`src/rtl/pipe_pkg.sv`:
```
`default_nettype none
// ============================================================================
// Module   : pipe_pkg
// Brief    : Shared types and constants for elastic pipeline stage registers.
// Revision : 1.0 - initial release
// ============================================================================
package pipe_pkg;

    typedef enum logic [1:0] {
        EMPTY = 2'd0,
        ONE   = 2'd1,
        FULL  = 2'd2
    } pipe_state_t;

    localparam int PIPE_CTRL_NOP = 0;

endpackage
`default_nettype wire

```
`src/rtl/pipe_skid_stage.sv`:
```
`default_nettype none
// ============================================================================
// Module   : pipe_skid_stage
// Brief    : Valid/ready pipeline stage, optional two-entry skid, bubble-masked ctrl.
// Revision : 1.0 - initial release
// ============================================================================
module pipe_skid_stage
    import pipe_pkg::*;
#(
    parameter int DATA_W = 96,
    parameter int CTRL_W = 16,
    parameter int SKID   = 1
) (
    input  logic              clk,
    input  logic              rst,
    input  logic              flush,
    input  logic              in_valid,
    output logic              in_ready,
    input  logic [DATA_W-1:0] in_data,
    input  logic [CTRL_W-1:0] in_ctrl,
    output logic              out_valid,
    input  logic              out_ready,
    output logic [DATA_W-1:0] out_data,
    output logic [CTRL_W-1:0] out_ctrl,
    output logic [1:0]        count
);

    pipe_state_t       r_state;
    pipe_state_t       w_state_next;
    logic [DATA_W-1:0] r_main_data;
    logic [CTRL_W-1:0] r_main_ctrl;
    logic [DATA_W-1:0] w_skid_data;
    logic [CTRL_W-1:0] w_skid_ctrl;
    logic              w_in_fire;
    logic              w_out_fire;
    logic              w_to_skid;
    logic              w_load_main;

    assign w_in_fire  = in_valid && in_ready;
    assign w_out_fire = out_valid && out_ready;
    assign w_to_skid  = (r_state == ONE) && w_in_fire && !w_out_fire;
    assign w_load_main = w_in_fire &&
                         ((r_state == EMPTY) || ((r_state == ONE) && w_out_fire));

    always_comb begin
        w_state_next = r_state;
        if (flush) begin
            w_state_next = EMPTY;
        end else begin
            case (r_state)
                EMPTY: if (w_in_fire) w_state_next = ONE;
                ONE: begin
                    if (w_to_skid)
                        w_state_next = (SKID != 0) ? FULL : ONE;
                    else if (w_out_fire && !w_in_fire)
                        w_state_next = EMPTY;
                end
                FULL:    if (w_out_fire) w_state_next = ONE;
                default: w_state_next = EMPTY;
            endcase
        end
    end

    always_ff @(posedge clk) begin
        if (rst) begin
            r_state     <= EMPTY;
            r_main_data <= '0;
            r_main_ctrl <= '0;
        end else begin
            r_state <= w_state_next;
            if (flush) begin
                r_main_data <= '0;
                r_main_ctrl <= '0;
            end else if (w_load_main) begin
                r_main_data <= in_data;
                r_main_ctrl <= in_ctrl;
            end else if ((r_state == FULL) && w_out_fire) begin
                r_main_data <= w_skid_data;
                r_main_ctrl <= w_skid_ctrl;
            end
        end
    end

    generate
        if (SKID != 0) begin : g_skid
            logic [DATA_W-1:0] r_skid_data;
            logic [CTRL_W-1:0] r_skid_ctrl;
            logic              r_in_ready;

            // Ready is precomputed from the next state so no ready path crosses the stage.
            always_ff @(posedge clk) begin
                if (rst) begin
                    r_skid_data <= '0;
                    r_skid_ctrl <= '0;
                    r_in_ready  <= 1'b1;
                end else begin
                    r_in_ready <= (w_state_next != FULL);
                    if (flush) begin
                        r_skid_data <= '0;
                        r_skid_ctrl <= '0;
                    end else if (w_to_skid) begin
                        r_skid_data <= in_data;
                        r_skid_ctrl <= in_ctrl;
                    end
                end
            end

            assign in_ready    = r_in_ready && !rst;
            assign w_skid_data = r_skid_data;
            assign w_skid_ctrl = r_skid_ctrl;
        end else begin : g_direct
            assign in_ready    = !rst && (!out_valid || out_ready);
            assign w_skid_data = '0;
            assign w_skid_ctrl = '0;
        end
    endgenerate

    assign out_valid = (r_state != EMPTY);
    assign out_data  = r_main_data;
    assign out_ctrl  = out_valid ? r_main_ctrl : CTRL_W'(PIPE_CTRL_NOP);
    assign count     = r_state;

endmodule
`default_nettype wire
```
`config.mk`:
```
export PLATFORM = sky130hd
export DESIGN_NAME = pipe_skid_stage
export DESIGN_NICKNAME = d
export VERILOG_FILES = /design/src/rtl/pipe_pkg.sv /design/src/rtl/pipe_skid_stage.sv
export SDC_FILE = /design/constraint.sdc
export NUM_CORES = 1
export LEC_CHECK = 0
export CORE_MARGIN = 2
export CORE_UTILIZATION = 55
export CTS_BUF_LIST = sky130_fd_sc_hd__clkbuf_4
export DETAILED_ROUTE_END_ITERATION = 16
export PLACE_DENSITY_LB_ADDON = 0.3
export SYNTH_ARGS = -nofsm -noshare
export SYNTH_HDL_FRONTEND = slang
export SYNTH_SLANG_ARGS = --single-unit
```
`constraint.sdc`:
```
create_clock -name clk -period 2.6 [get_ports clk]
set_clock_uncertainty 0.05 [all_clocks]
set_input_delay 0.52 -clock clk [delete_from_list [all_inputs] [get_ports clk]]
set_output_delay 0.52 -clock clk [all_outputs]
set_load 0.005 [all_outputs]
```
After elaboration in Yosys (flattened, before gate mapping)
Cells that the tools add are included.
Widths: inputs -> output; s select.

word-level totals
  bits of input ports = 117
  output and inout bits = 116
  bits in registers = 227

operators by class
  reductions and logical operators = 17
  mux-type cells = 11
  equal/unequal tests = 3

operator list
  cell                number
  $mux 96             2
  $mux 16             3
  $mux 2              5
  $logic_and 1x1->1   9
  $pmux 2 s3          1
  $reduce_bool 2->1   2
  $logic_not 1->1     3
  $eq 2x1->1 const B  1
  $eq 2x2->1 const B  1
  $logic_not 2->1     1
  $ne 2x2->1 const B  1
  $reduce_or 2->1     1
  $logic_or 1x1->1    1

Logic depth before layout (Yosys ltp)
Gate-level depths: netlist (run 1).

  depth after elaboration = 10
  mapped depth = 7
  depth with buffers taken out = 3

Worst setup path after synthesis (run 1)
No wires, ideal clock.

  kind = register -> output
  start point = register r_state[1] (netlist: count[1])
  end point = output port out_ctrl[10]
  arrival = 1.147 ns
  path slack = 0.883 ns
  cell stages (with the launch flop) = 5
  required time = 2.030 ns
  path buffers = 2
  cell sequence = dfxtp_1 > buf_4 > nor2_1 > clkbuf_1 > nor2b_1

between the ends
  longest elaborated chain between the ends = 2

ends and longest elaborated chain
  what                    line                    RTL
  from (decl)             pipe_skid_stage.sv:28   pipe_state_t r_state;
  from (signal assigned)  pipe_skid_stage.sv:70   r_state <= w_state_next;
  $reduce_bool 2->1       pipe_skid_stage.sv:118  assign out_valid = (r_state != EMPTY);
  $mux 16                 pipe_skid_stage.sv:120  assign out_ctrl = out_valid ? r_main_ctrl : CTRL_W'(PIPE_CTRL_NOP);
  to (decl)               pipe_skid_stage.sv:24   output logic [CTRL_W-1:0] out_ctrl,

No other way between the ends.

Worst setup path after layout (run 1)
  start point = register r_state[1] (netlist: count[1])
  end point = output port out_ctrl[14]

The elaborated chain is that of the path after synthesis.

==> summary.md, run 1 <==
| Metric | Value |
|---|---|
| Drt first-iter violations | 871 |
| Final nets | roughly 1500 |
| Instance area after placement | around 0.012 mm^2 |
| Number of global-route vias before repair | 9163 |
| Initial core utilization | between 50% and 60% |
| Number of levels in the clock H-tree | 2 |
| Horizontal die dimension | roughly 140 um |
| Cell with the most instances after synthesis | sky130_fd_sc_hd__dfxtp_1 |
| Maximum clock insertion buffer count | 3 |
| Worst-case headroom to the max-slew limit | 60.3% |
| Top cell type's share of synthesized area | around 48% |
| Power consumption | 7050 uW |
| EDFF count, synth | 0 |
| Clock sink total | between 200 and 250 |
| Adder-cell area share of the yosys netlist | 0% |
| Worst EP arrival | roughly 2000 ps |
| Setup TNS | 0 ps |
| Pin slew with the least headroom to its limit | approximately 600 ps |
| Vias | approximately 9800 |
| Pwr dens | ~560 mW/mm^2 |
| Area taken by multi-input logic gates | 0.00437 mm^2 |
| Required time at the endpoint of the critical path | approximately 2000 ps |
| Average detailed-routed wire length per instance | 17.1 um |
| Number of hold-repair buffers added at the cts stage | 0 |
| Top cells by area, synth | sky130_fd_sc_hd__dfxtp_1 48%, sky130_fd_sc_hd__a311oi_1 10%, sky130_fd_sc_hd__nand2_1 8.8%, sky130_fd_sc_hd__nor3_1 5.9%, sky130_fd_sc_hd__a21oi_1 5.9% |
| Start-to-end type of the worst setup path | reg2out |
| Area growth syn-to-layout | 32.5% |
| Number of buffers and inverters on the critical path | 2 |
| Io pins | between 200 and 250 |
| Final cell area excluding filler cells | between 0.01 and 0.015 mm^2 |
| Worst setup SP type | flip-flop |
| Cell leakage power | roughly 0.004 uW |
| Slowest cell on the critical path | sky130_fd_sc_hd__clkdlybuf4s50_1 |
| Maximum ir drop on the vdd rail | approximately 330 uV |
| Number of cells on the critical path | 4 |
| Die Area | roughly 0.018 mm^2 |
| Core region area | between 0.015 and 0.02 mm^2 |
| Max Transition Viols Final | 0 |
| Fraction of the cycle the final worst path needs | between 90 and 100% |
| Hold violation count in the final report | 0 |
| Final GP Congestion | a little under 0.8 |
| Class of the tightest hold or removal check | in2reg |
| Antenna violations before repair | 1 |
| Total CTS buffers | 55 |
| Die Span Y | approximately 140 um |
| Ranking of synthesized cells by instance count | 227 x sky130_fd_sc_hd__dfxtp_1, 225 x sky130_fd_sc_hd__nand2_1, 113 x sky130_fd_sc_hd__nor3_1, 112 x sky130_fd_sc_hd__a21oi_1, 112 x sky130_fd_sc_hd__nand3_1 |
| Cell-by-cell trace of the critical path | nor2_4, buf_12, nor2b_1, clkdlybuf4s50_1 |
| Via-per-instance ratio | around 6 |
| Launch point of the worst path | count[1] |
| FF+latch count, synth | about 230 |
| Last element of the critical path | out_ctrl[14] |
| Number of nets produced by synthesis | approximately 1300 |
| First-pass GRT wire length | about 44 mm |
| Routed Wire Length | 27.8 mm |
| Delay-heaviest family, CP | buffers and inverters |
| Antenna viol nets, final | 0 |
| Clock slew seen by the registers of the worst setup and hold paths | 70 ps |
| Worst-Skew Late Latency | 650 ps |
| Setup violators final | 0 |
| CTS root buf | sky130_fd_sc_hd__clkbuf_4 |
| Multiplexer fraction of the synthesized cell area | 0% |
| Synthesized netlist cell count | between 1000 and 1500 |
| Largest stage delay, worst path | around 540 ps |
| Post-synthesis instance area | roughly 0.0096 mm^2 |
| Setup repair after global routing missed its margin | no |
| Overall overflow remaining after global route | 0 |
| Slack of the worst reg-to-reg path | roughly 800 ps |
| Setup crit end kind | output port |
| Maximum number of pins on one net before global-route repair | 113 |
| Row count | 48 |
| Simple-gate area share of the yosys netlist | 22.7% |
| Main combinational cell family by area after synthesis | simple AND/OR/NAND/NOR gates |
| Post-route DRC violation count | 0 |
| Filler cell count | ~1300 |
| Post-route minimum period | 2570 ps |
| Seq. cell area | between 0.004 and 0.005 mm^2 |
| Origin of the critical flop-to-flop path | count[0] |
| Count of max-cap constraint violations | 0 |
| Reg-to-reg endpoint | out_data[48] |
| Parity-gate share of the synthesized area counting xor and xnor cells | 0% |
| Placed wire-length estimate | between 15 and 20 mm |
| Synthesized-area fraction occupied by ao, oa, aoi and oai cells | between 20% and 30% |
| Library cell occupying the most area in the post-synthesis netlist | sky130_fd_sc_hd__dfxtp_1 |
| Cell depth of the worst flop-to-flop path | 5 |
| Max Fclk | 388 MHz |
| Synth cell types | 29 |
| Per-instance average area after synthesis | 8.06 um^2 |
| Main flop type after synthesis | sky130_fd_sc_hd__dfxtp_1 |
| Share of final-layout standard cells stronger than drive strength 1 | 8.87% |
| FFs w/ async S/R, synth | 0% |
| Clock tree from TritonCTS | built |
| Combined global-route utilization of all metal layers | between 20 and 30% |
| Proportion of synthesized chip area in sequential cells | 47.5% |
| Total number of yosys warnings | 0 |
| Max Fanout on Critical Path | 10 |
| Status | completed |
| Total iterations of the first detailed-routing run | 6 |
| Number of I/O port buffers | approximately 230 |
-- cells by family after synthesis --
family / Yosys count
and+or+nand+nor: 480
AOI/OAI and AO/OA: 340
buffers and inverters: 140
DFF: 227
-- metal layers --
metal / global-route usage (%) / part of all wire, %
met4: 13.2 / 3.0
met1: 38.0 / 41
met5: 0 / 0
met2: 45.7 / 48
met3: 6.34 / 8.3
-- tightest hold or removal path, stage by stage --
cell	delay, ps
sky130_fd_sc_hd__clkdlybuf4s50_1	420
sky130_fd_sc_hd__nand3_1	70
sky130_fd_sc_hd__a21oi_1	50
-- worst min path at each step --
stage,endpoint,startpoint,depth (start not counted),slack (ps)
after global routing,g_skid.r_skid_ctrl[1],in_ctrl[1],3,380
final,g_skid.r_skid_data[78],in_data[78],3,400
after detailed placement,g_skid.r_skid_ctrl[4],g_skid.r_skid_ctrl[4],2,420
after floorplan,g_skid.r_skid_ctrl[0],g_skid.r_skid_ctrl[0],2,400
after global placement,g_skid.r_skid_data[30],g_skid.r_skid_data[30],2,410
after CTS,g_skid.r_skid_data[88],in_data[88],3,360
-- cell usage in the layout, fill, tap and decap left out, types with 2 or more instances in the layout --
| master | Yosys | routed |
|---|---|---|
| sky130_fd_sc_hd__a31oi_1 | 2 | 2 |
| sky130_fd_sc_hd__nand3_1 | 112 | 112 |
| sky130_fd_sc_hd__nor2b_1 | 20 | 17 |
| sky130_fd_sc_hd__clkdlybuf4s50_1 | 0 | 229 |
| sky130_fd_sc_hd__buf_12 | 0 | 22 |
| sky130_fd_sc_hd__a21oi_1 | 112 | 112 |
| sky130_fd_sc_hd__nand2_1 | 225 | 225 |
| sky130_fd_sc_hd__nor3_1 | 113 | 113 |
| sky130_fd_sc_hd__clkinv_1 | 0 | 6 |
| sky130_fd_sc_hd__buf_4 | 7 | 10 |
| sky130_fd_sc_hd__dlymetal6s2s_1 | 0 | 3 |
| sky130_fd_sc_hd__clkbuf_4 | 0 | 80 |
| sky130_fd_sc_hd__nor2b_2 | 0 | 2 |
| sky130_fd_sc_hd__a311oi_1 | 111 | 111 |
| sky130_fd_sc_hd__dfxtp_1 | 227 | 226 |
| sky130_fd_sc_hd__o21ai_1 | 6 | 6 |
| sky130_fd_sc_hd__o21ai_0 | 106 | 106 |
-- state kept, by name, summed over array words and instances, names as in the netlist --
signal and count:
g_skid.r_skid_data 96, out_data 96, g_skid.r_skid_ctrl 16, r_main_ctrl 16, count 2, g_skid.r_in_ready 1
-- cell type report --
class | count | share of cell area [%]
timing repair buffer | 264 | 22.5
clock buffer | 80 | 4.74
clock inverter | 6 | 0.178
multi-input combinational | 820 | 34.5
inverter | 1 | 0.0296
sequential | 227 | 35.9
antenna | 1 | 0.0197
tap | 225 | 2.22
-- repair_timing --
| item | 4_1_cts | 5_1_grt |
|---|---|---|
| endpoints found under the setup margin | 17 | 7 |
| gates resized for setup | 4 | 5 |
| hold endpoints to repair | 0 | 0 |
| pin swaps | 1 | 0 |
| setup buffers | 1 | 1 |
-- power by group --
part	leakage (uW)	internal (uW)	switching (uW)
Clock	0.000377	1380	1340
Sequential	0.00184	3540	37.2
Combinational	0.00177	372	373
-- per-stage QoR --
step,instances,hold WS (ps),utilization [%],setup WS [ps]
global route,1624,383,74.0,3.86
CTS,1622,362,73.9,7.22
global placement,1535,410,70.1,268
finish,1624,398,74.0,25.3
detailed placement,1535,416,70.1,249
floorplan,1187,404,-,883
(Power assumes the default switching activity.)
==> run 2, diff against run 1 <==
CORE_ASPECT_RATIO = 0.75   (was unset)
==> run 2 against run 1 <==
  * Sequential power is essentially flat
  * Cell area down 0.92%
  * Clock power about the same
  * Maximum frequency increased by 3.8%
  * Die area is essentially flat
  * Critical path type unchanged
  * Final cell count down 0.68%
  * Non-clock buffer count decreased by 3
==> summary.md, run 2 (synthesis results as in run 1) <==
| Metric | Value |
|---|---|
| Top library cells by usage in the layout, fill and taps aside | 230 x sky130_fd_sc_hd__clkdlybuf4s50_1, 226 x sky130_fd_sc_hd__dfxtp_1, 225 x sky130_fd_sc_hd__nand2_1 |
| Clock slew seen by the registers of the worst setup and hold paths | about 70 ps |
| Maximum number of pins on one net before global-route repair | 99 |
| Maximum ir drop on the vdd rail | 380 uV |
| Diodes inserted | 0 |
| Number of I/O port buffers | around 230 |
| Overall overflow remaining after global route | 0 |
| Core region area | ~0.017 mm^2 |
| Clock sink total | about 230 |
| Final nets | 1482 |
| Number of global-route vias before repair | 9351 |
| Total iterations of the first detailed-routing run | 6 |
| Placed wire-length estimate | about 17 mm |
| CTS root buf | sky130_fd_sc_hd__clkbuf_4 |
| Via-per-instance ratio | between 6 and 7 |
| Antenna violations before repair | 0 |
| Pwr dens | 560 mW/mm^2 |
| Area growth syn-to-layout | 31.3% |
| First-pass GRT wire length | between 40 and 50 mm |
| Combined global-route utilization of all metal layers | about 29% |
| Setup TNS | 0 ps |
| Total CTS buffers | 54 |
| Row count | slightly above 40 |
| Final GP Congestion | 0.800 |
| Max Transition Viols Final | 0 |
| Worst EP arrival | 1910 ps |
| Clock tree from TritonCTS | built |
| Initial core utilization | between 50 and 60% |
| Vias | between 9000 and 10000 |
| Worst-case headroom to the max-slew limit | a little over three fifths |
| Number of hold-repair buffers added at the cts stage | 0 |
| Number of levels in the clock H-tree | 2 |
| Post-route DRC violation count | 0 |
| Horizontal die dimension | around 160 um |
| Start-to-end type of the worst setup path | reg2out |
| Io pins | between 200 and 250 |
| Worst-Skew Late Latency | 650 ps |
| Cell leakage power | around 0.004 uW |
| Worst Hold Slack | approximately 410 ps |
| Max Fclk | 403 MHz |
| Maximum clock insertion buffer count | 3 |
| Setup repair after global routing missed its margin | no |
| Pin slew with the least headroom to its limit | 551 ps |
| Class of the tightest hold or removal check | reg2reg |
| Most common library cell in the layout ignoring fill and taps | sky130_fd_sc_hd__clkdlybuf4s50_1 |
| Worst setup SP type | flip-flop |
| Setup violators final | 0 |
| Max Fanout on Critical Path | 17 |
| Setup crit end kind | output port |
| Hold violation count in the final report | 0 |
| End-of-flow core utilization | between 70% and 80% |
| Die Area | about 0.018 mm^2 |
| Antenna viol nets, final | 0 |
| Routed Wire Length | 27.9 mm |
| Average detailed-routed wire length per instance | ~17 um |
| Share of final-layout standard cells stronger than drive strength 1 | under 10% |
| Fraction of the cycle the final worst path needs | around 95% |
| Required time at the endpoint of the critical path | roughly 2000 ps |
| Status | completed |
| Drt first-iter violations | a little under 900 |
| Post-route minimum period | 2480 ps |
| Count of max-cap constraint violations | 0 |
| Die Span Y | ~120 um |
## run 2: cell types whose count changed in the layout (fill, tap and decap cells not counted), sizes merged
cell / previous run / this run
inv: 1 / 2
clkinv: 6 / 9
dlymetal6s2s: 3 / 0
buf: 32 / 29
diode: 1 / 0
dlygate4sd2: 0 / 2
clkdlybuf4s50: 229 / 230
clkbuf: 80 / 79
## run 2: timing repair
| item | 4_1_cts | 5_1_grt |
|---|---|---|
| buffers inserted | 0 | 1 |
| gates resized for setup | 7 | 1 |
| setup endpoints to repair | 17 | 5 |
## run 2: layout make-up
cell class / instances / area, um^2
clock inverters: 10 / 37.5
fillers: 1317 / 4370
well taps: 215 / 269
repair buffers: 261 / 2740
clock buffers: 79 / 593
multi-input cells: 820 / 4360
inverters: 1 / 3.75
flip-flops and latches: 227 / 4550
## run 2: worst paths after layout
check | slack (ps) | end | from | cells past startpoint
worst min-delay path | 410 | out_data[75] | g_skid.r_skid_data[75] | 2
worst max register to register | 840 | g_skid.r_skid_data[78] | count[1] | 5
worst min register to register | 410 | out_data[75] | g_skid.r_skid_data[75] | 2
worst max-delay path | 120 | out_ctrl[11] | count[1] | 4
## run 2: worst max-delay path, cell delays in order (launching register included)
cell and delay [ps]:
sky130_fd_sc_hd__dfxtp_4 370, sky130_fd_sc_hd__nor2_1 60, sky130_fd_sc_hd__buf_6 160, sky130_fd_sc_hd__nor2b_2 160
sky130_fd_sc_hd__clkdlybuf4s50_1 520
## run 2: through the flow
| stage | setup slack, ps | instance area, um^2 | cells | total power (uW) |
|---|---|---|---|---|
| after floorplan | 883 | 9560 | 1187 | 3960 |
| after global placement | 272 | 11900 | 1523 | 4360 |
| after detailed placement | 199 | 11900 | 1523 | 4370 |
| after CTS | 39.4 | 12500 | 1612 | 7070 |
| after global routing | 22.8 | 12600 | 1613 | 7330 |
| final | 120 | 12600 | 1613 | 7030 |
## run 2: layer usage
| layer | GRT usage [%] | up-vias | wire, um |
|---|---|---|---|
| met5 | 0 | - | 0 |
| met4 | 10.6 | 0 | 584 |
| met3 | 6.82 | 50 | 2490 |
| met2 | 45.6 | 473 | 13000 |
| met1 | 40.1 | 4594 | 11900 |
| li1 | - | 4662 | - |
## run 2: power breakdown
group,switching [uW],total [uW],internal (uW)
Clock,1360,2730,1370
Sequential,36.6,3580,3540
Combinational,369,727,359
==> run 3, diff against run 2 <==
SLEW_MARGIN = 40   (was unset)
==> results of run 3 <==
Same layout as run 2: the final DEF is identical, and so are final timing and power.
